<file path="src/rtl/jt12_slotreg_pkg.sv">
// Shared sizing helpers and slot addressing for the jt12_slotreg register file.
package jt12_slotreg_pkg;

    function automatic int unsigned calc_slots(input int unsigned channels, input int unsigned ops);
        return channels * ops;
    endfunction

    function automatic int unsigned calc_cw(input int unsigned channels);
        return $clog2(channels);
    endfunction

    function automatic int unsigned calc_ow(input int unsigned ops);
        return (ops > 1) ? $clog2(ops) : 1;
    endfunction

    function automatic int unsigned calc_sw(input int unsigned channels, input int unsigned ops);
        return $clog2(channels * ops);
    endfunction

    // Operators of one channel sit CHANNELS slots apart.
    function automatic int unsigned slot_of(input int unsigned ch, input int unsigned op,
                                            input int unsigned channels);
        return op * channels + ch;
    endfunction

endpackage

</file>
<file path="src/rtl/jt12_slotreg_ring.sv">
// Circular shift storage: head re-enters the tail each clock, optionally merged under a mask.
module jt12_slotreg_ring #(
    parameter int unsigned DEPTH = 24,
    parameter int unsigned WIDTH = 44
) (
    input  logic             clk,
    input  logic             rst,
    input  logic             merge_en,
    input  logic [WIDTH-1:0] merge_data,
    input  logic [WIDTH-1:0] merge_mask,
    output logic [WIDTH-1:0] head,
    output logic [WIDTH-1:0] entry
);

    logic [WIDTH-1:0] mem_q [DEPTH];
    logic [WIDTH-1:0] mem_d [DEPTH];

    always_comb begin
        entry = merge_en ? ((mem_q[0] & ~merge_mask) | (merge_data & merge_mask)) : mem_q[0];
        for (int unsigned i = 0; i < DEPTH - 1; i++) begin
            mem_d[i] = mem_q[i + 1];
        end
        mem_d[DEPTH-1] = entry;
    end

    always_ff @(posedge clk) begin
        for (int unsigned i = 0; i < DEPTH; i++) begin
            if (rst) begin
                mem_q[i] <= '0;
            end else begin
                mem_q[i] <= mem_d[i];
            end
        end
    end

    assign head = mem_q[0];

endmodule

</file>
<file path="src/rtl/jt12_slotreg.sv">
// Time-multiplexed operator/channel register file with masked commits and readback.
module jt12_slotreg
    import jt12_slotreg_pkg::*;
#(
    parameter int unsigned CHANNELS = 6,
    parameter int unsigned OPS      = 4,
    parameter int unsigned OPW      = 44,
    parameter int unsigned CHW      = 27,
    localparam int unsigned SLOTS   = calc_slots(CHANNELS, OPS),
    localparam int unsigned CW      = calc_cw(CHANNELS),
    localparam int unsigned OW      = calc_ow(OPS),
    localparam int unsigned SW      = calc_sw(CHANNELS, OPS)
) (
    input  logic           clk,
    input  logic           rst,
    input  logic           wr_op_req,
    input  logic [CW-1:0]  wr_ch,
    input  logic [OW-1:0]  wr_op,
    input  logic [OPW-1:0] wr_op_data,
    input  logic [OPW-1:0] wr_op_mask,
    input  logic           wr_ch_req,
    input  logic [CHW-1:0] wr_ch_data,
    input  logic [CHW-1:0] wr_ch_mask,
    input  logic           rd_req,
    output logic           busy,
    output logic           wr_err,
    output logic           rd_valid,
    output logic [OPW-1:0] rd_op_word,
    output logic [CHW-1:0] rd_ch_word,
    output logic [OPW-1:0] op_word,
    output logic [CHW-1:0] ch_word,
    output logic [SW-1:0]  cur_slot,
    output logic [CW-1:0]  cur_ch,
    output logic           zero
);

    logic [SW-1:0]  cur_slot_q, cur_slot_d;
    logic [CW-1:0]  cur_ch_q, cur_ch_d;
    logic           zero_q, zero_d;

    logic           pend_op_q, pend_op_d;
    logic [SW-1:0]  op_slot_q, op_slot_d;
    logic [OPW-1:0] op_data_q, op_data_d;
    logic [OPW-1:0] op_mask_q, op_mask_d;

    logic           pend_ch_q, pend_ch_d;
    logic [CW-1:0]  ch_tgt_q, ch_tgt_d;
    logic [CHW-1:0] ch_data_q, ch_data_d;
    logic [CHW-1:0] ch_mask_q, ch_mask_d;

    logic           pend_rd_q, pend_rd_d;
    logic [SW-1:0]  rd_slot_q, rd_slot_d;
    logic           rd_valid_q, rd_valid_d;
    logic [OPW-1:0] rd_op_q, rd_op_d;
    logic [CHW-1:0] rd_ch_q, rd_ch_d;
    logic           wr_err_q, wr_err_d;

    logic           ch_ok, op_acc, ch_acc, rd_acc, op_hit, ch_hit, rd_hit;
    logic [SW-1:0]  req_slot;
    logic [OPW-1:0] op_head, op_entry;
    logic [CHW-1:0] ch_head, ch_entry;

    jt12_slotreg_ring #(.DEPTH(SLOTS), .WIDTH(OPW)) u_op_ring (
        .clk        (clk),
        .rst        (rst),
        .merge_en   (op_hit),
        .merge_data (op_data_q),
        .merge_mask (op_mask_q),
        .head       (op_head),
        .entry      (op_entry)
    );

    jt12_slotreg_ring #(.DEPTH(CHANNELS), .WIDTH(CHW)) u_ch_ring (
        .clk        (clk),
        .rst        (rst),
        .merge_en   (ch_hit),
        .merge_data (ch_data_q),
        .merge_mask (ch_mask_q),
        .head       (ch_head),
        .entry      (ch_entry)
    );

    always_comb begin
        ch_ok    = 32'(wr_ch) < CHANNELS;
        req_slot = SW'(slot_of(32'(wr_ch), 32'(wr_op), CHANNELS));

        // Acceptance looks only at registered pending flags, so a target equal to
        // the current head is first reached one full rotation later.
        op_acc = wr_op_req && !pend_op_q && ch_ok;
        ch_acc = wr_ch_req && !pend_ch_q && ch_ok;
        rd_acc = rd_req && !pend_rd_q && ch_ok;
        op_hit = pend_op_q && (cur_slot_q == op_slot_q);
        ch_hit = pend_ch_q && (cur_ch_q == ch_tgt_q);
        rd_hit = pend_rd_q && (cur_slot_q == rd_slot_q);

        cur_slot_d = (cur_slot_q == SW'(SLOTS - 1)) ? '0 : cur_slot_q + SW'(1);
        cur_ch_d   = (cur_ch_q == CW'(CHANNELS - 1)) ? '0 : cur_ch_q + CW'(1);
        zero_d     = (cur_slot_d == '0);

        pend_op_d = op_acc || (pend_op_q && !op_hit);
        op_slot_d = op_acc ? req_slot   : op_slot_q;
        op_data_d = op_acc ? wr_op_data : op_data_q;
        op_mask_d = op_acc ? wr_op_mask : op_mask_q;

        pend_ch_d = ch_acc || (pend_ch_q && !ch_hit);
        ch_tgt_d  = ch_acc ? wr_ch      : ch_tgt_q;
        ch_data_d = ch_acc ? wr_ch_data : ch_data_q;
        ch_mask_d = ch_acc ? wr_ch_mask : ch_mask_q;

        // Capture takes the tail-entry value so a same-cycle commit is visible.
        pend_rd_d  = rd_acc || (pend_rd_q && !rd_hit);
        rd_slot_d  = rd_acc ? req_slot : rd_slot_q;
        rd_valid_d = rd_hit;
        rd_op_d    = rd_hit ? op_entry : rd_op_q;
        rd_ch_d    = rd_hit ? ch_entry : rd_ch_q;

        wr_err_d = (wr_op_req && !op_acc) || (wr_ch_req && !ch_acc) || (rd_req && !rd_acc);
    end

    always_ff @(posedge clk) begin
        if (rst) begin
            cur_slot_q <= '0;
            cur_ch_q   <= '0;
            zero_q     <= 1'b0;
            pend_op_q  <= 1'b0;
            op_slot_q  <= '0;
            op_data_q  <= '0;
            op_mask_q  <= '0;
            pend_ch_q  <= 1'b0;
            ch_tgt_q   <= '0;
            ch_data_q  <= '0;
            ch_mask_q  <= '0;
            pend_rd_q  <= 1'b0;
            rd_slot_q  <= '0;
            rd_valid_q <= 1'b0;
            rd_op_q    <= '0;
            rd_ch_q    <= '0;
            wr_err_q   <= 1'b0;
        end else begin
            cur_slot_q <= cur_slot_d;
            cur_ch_q   <= cur_ch_d;
            zero_q     <= zero_d;
            pend_op_q  <= pend_op_d;
            op_slot_q  <= op_slot_d;
            op_data_q  <= op_data_d;
            op_mask_q  <= op_mask_d;
            pend_ch_q  <= pend_ch_d;
            ch_tgt_q   <= ch_tgt_d;
            ch_data_q  <= ch_data_d;
            ch_mask_q  <= ch_mask_d;
            pend_rd_q  <= pend_rd_d;
            rd_slot_q  <= rd_slot_d;
            rd_valid_q <= rd_valid_d;
            rd_op_q    <= rd_op_d;
            rd_ch_q    <= rd_ch_d;
            wr_err_q   <= wr_err_d;
        end
    end

    assign busy       = pend_op_q | pend_ch_q;
    assign wr_err     = wr_err_q;
    assign rd_valid   = rd_valid_q;
    assign rd_op_word = rd_op_q;
    assign rd_ch_word = rd_ch_q;
    assign op_word    = op_head;
    assign ch_word    = ch_head;
    assign cur_slot   = cur_slot_q;
    assign cur_ch     = cur_ch_q;
    assign zero       = zero_q;

endmodule

</file>
<file path="config.mk">
export PLATFORM = sky130hd
export DESIGN_NAME = jt12_slotreg
export DESIGN_NICKNAME = d
export VERILOG_FILES = /design/src/rtl/jt12_slotreg_pkg.sv /design/src/rtl/jt12_slotreg_ring.sv /design/src/rtl/jt12_slotreg.sv
export SDC_FILE = /design/constraint.sdc
export NUM_CORES = 2
export LEC_CHECK = 0
export BUFFER_PORTS_ARGS = -buffer_cell sky130_fd_sc_hd__buf_2
export CORE_MARGIN = 8
export CORE_UTILIZATION = 50
export DETAILED_ROUTE_END_ITERATION = 16
export PLACE_DENSITY = 0.76
export SLEW_MARGIN = 20
export SYNTH_ARGS = -nofsm -noshare
export SYNTH_HDL_FRONTEND = slang
export SYNTH_SLANG_ARGS = --single-unit
</file>
<file path="constraint.sdc">
create_clock -name clk -period 2.35 [get_ports clk]
set_clock_uncertainty 0.1 [all_clocks]
set_input_delay 0.3525 -clock clk [delete_from_list [all_inputs] [get_ports clk]]
set_output_delay 0.3525 -clock clk [all_outputs]
set_load 0.01 [all_outputs]
</file>
==> flow_metrics.tcl <==
set metrics [dict create \
    drc 0 \
    setup_viol 0 \
    hold_ws_ns 0.311 \
    cp.buffers_inverters 2 \
    pin_count 306 \
    clock_latency_ns 0.72 \
    max-cap-violations 0 \
    num_antenna_cells 0 \
    gp_congestion 0.889 \
    ctsHtreeMaxLevel 4 \
    yosys_warnings 0 \
    grt_usage_pct 19.1 \
    layoutNonFillerInstCount 5629 \
    clk_root_buffer_cell "clkbuf_16" \
    hpwl_mm 58.3 \
    synthTopCellsByArea "dfxtp_1 66%, nor2b_1 16%, nand2_1 2.8%" \
    synth_cells 4009 \
    dp_slack_ns 0.233 \
    first_pass_iters 6 \
    rsz0062_at_grt "no" \
    path_clk_slew_ns 0.06 \
    port_buffers 305 \
    core_mm2 0.0869 \
    grt_pass1_vias 27600 \
    cp_slowest_cell "dfxtp_1" \
    ir_drop_mv 0.958 \
    syn-num-nets 4169 \
    setup-tns-final_ns 0 \
    ys_async_sr_fraction_pct 0 \
    crit_path_max_fanout 89 \
    drive_gt1_share_pct 13.2 \
    fin_area_mm2 0.0525 \
    worstMarginPinSlew_ns 0.963 \
    outcome "finished, final reports clean" \
    critPathKind "reg -> reg" \
    synthMostInstantiatedCell "dfxtp_1" \
    grt_pass1_wl_mm 152 \
    synth_ff_type "dfxtp_1" \
    drtIter0Drc 3025 \
    finalWorstSetupSlack_ns 0.169 \
    crit_chain "xnor2_1, and4_2, buf_12, nand3_2, buf_4, o2bb2ai_1" \
    period_minus_slack_ns 2.18 \
    yosysTopAreaCellShare_pct 66.5 \
    ys_types 44 \
    chipHeight_um 312 \
    drv_slew 0 \
    worstHoldPathType "reg -> reg" \
    synth_edf_count 0 \
    synthTopCellsByCount "1,458 x dfxtp_1, 1,150 x nor2b_1, 329 x nand2_1" \
    ys_ff_latch 1458 \
    clock_sinks 1458 \
    rows 108 \
    cts_resized 0 \
    routed_wl_mm 95.8 \
    numCtsBuffers 137 \
    syn_to_final_growth_pct 19.6 \
    nNetsFinal 4536 \
    ys_seq_area_share_pct 66.5 \
    cts_buffer_depth 3 \
    crit_arrival_ns 2.72 \
    tritoncts "built" \
    via_per_inst 5.03 \
    drt-wirelength-per-cell_um 17.0 \
    vias 28300 \
    grt_max_degree 177 \
    ant_nets 0 \
    grt_remaining_overflow 0 \
    n_fill_cell 6558 \
    p_leak_nw 20.5 \
    powerDensity_mw_per_mm2 939 \
    place_area_mm2 0.0465 \
    syn-cell-area_mm2 0.0439 \
    start_util_pct 50.5 \
    critPathCaptureType "flop" \
    die_w_um 312 \
    placed_cells 5239 \
    cp-start-kind "flop" \
    avgSynthCellArea_um2 11.0 \
    crit_required_ns 2.89 \
    cpLargestDelayFamily "buffers and inverters" \
    synth_top_area_cell "dfxtp_1" \
    dieArea_mm2 0.0976 \
    relSlewSlack_pct 35.6 \
    post-route-period-util_pct 92.8 \
    antenna_found_initial 5 \
    max_freq_ghz 0.458 \
    hold_viol_final 0 \
    slowest_delay_ns 0.50 \
]
==> placed cells by master, fill, tap and decap left out, types with 5 or more instances in the layout <==
master         synthesis  layout
clkinv_8               0       5
buf_4                  8      32
clkbuf_16              0     138
nand4_1               90      90
bufinv_16              0       9
o21ai_0               45      45
buf_12                 0      25
o211ai_1             132     132
mux2i_1               31      31
nor2_1                42      42
inv_1                  5       5
clkbuf_8               0      26
nor4_1                28      28
a21oi_1              199     199
o2bb2ai_1             27      27
nand2_1              329     329
clkinv_2               0      24
clkbuf_1             204      26
dlygate4sd3_1          0     152
xnor2_1               10      10
nand3_1               90      90
ha_1                   7       7
a211oi_1               5       5
nor2b_1             1150    1150
and4b_1               43      43
dfxtp_1             1458    1458
buf_2                 59     304
==> cell families after synthesis <==
family / after synthesis / synth area share (%)
AND/OR/NAND/NOR: 1793 / 23.6
flip-flops: 1458 / 66.5
AO/OA/AOI/OAI: 411 / 5.74
buffers and inverters: 292 / 2.80
multiplexers: 31 / 0.707
XOR/XNOR: 16 / 0.439
adder cells (fa/ha/maj): 8 / 0.245
==> stage by stage <==
step | power [mW] | utilization, %
floorplan | 27.0 | -
global placement | 27.7 | 53.5
detailed placement | 27.8 | 53.5
CTS | 49.7 | 60.4
global route | 51.0 | 60.4
finish | 49.3 | 60.4
==> worst paths after layout <==
path                      startpoint                 endpoint  slack [ns]  cells after the start
min reg2reg  u_op_ring.mem_q[0][294]  u_op_ring.mem_q[0][250]        0.31                      1
max                      cur_slot[4]           rd_ch_word[19]        0.17                      6
min          u_op_ring.mem_q[0][294]  u_op_ring.mem_q[0][250]        0.31                      1
max reg2reg              cur_slot[4]           rd_ch_word[19]        0.17                      6
==> area by class of cell <==
| cell class | instances | area (um2) | area share, % |
|---|---|---|---|
| clock inverter | 47 | 613 | 1.17 |
| multi-input combinational | 2259 | 13500 | 25.8 |
| sequential | 1458 | 29200 | 55.6 |
| inverter | 6 | 25.0 | 0.0477 |
| tap | 1155 | 1450 | 2.75 |
| timing repair buffer | 514 | 3800 | 7.23 |
| clock buffer | 190 | 3910 | 7.44 |
==> report_power, final <==
part | total, mW | internal [mW] | switching, mW
registers | 25.1 | 24.9 | 0.193
logic | 2.39 | 0.733 | 1.66
clock network | 21.8 | 12.7 | 9.12
total | 49.3 | 38.3 | 11.0
==> layer usage <==
| layer | global-route usage [%] | routed length (um) | vias to the layer above |
|---|---|---|---|
| met5 | 0 | 13 | - |
| met4 | 10.3 | 5040 | 2 |
| met3 | 4.59 | 7170 | 295 |
| met2 | 29.7 | 42400 | 1092 |
| met1 | 24.5 | 41200 | 13200 |
| li1 | - | - | 13700 |
==> state kept, by name, indices dropped and copies added (netlist names), 3 cells and up <==
signal / cells
cur_slot: 5
u_op_ring.mem_q: 1056
u_ch_ring.mem_q: 162
op_slot_q: 5
cur_ch: 3
rd_slot_q: 5
rd_ch_word: 27
ch_mask_q: 27
op_mask_q: 44
rd_op_word: 44
ch_tgt_q: 3
op_data_q: 44
ch_data_q: 27
==> repair_timing <==
item                                    in CTS  in global routing
endpoints found under the setup margin       0                  1
hold buffers                               152                  0
setup buffers                                0                  1
hold endpoints to repair                   160                  0
No activity file was read; power rests on OpenSTA's default activity.
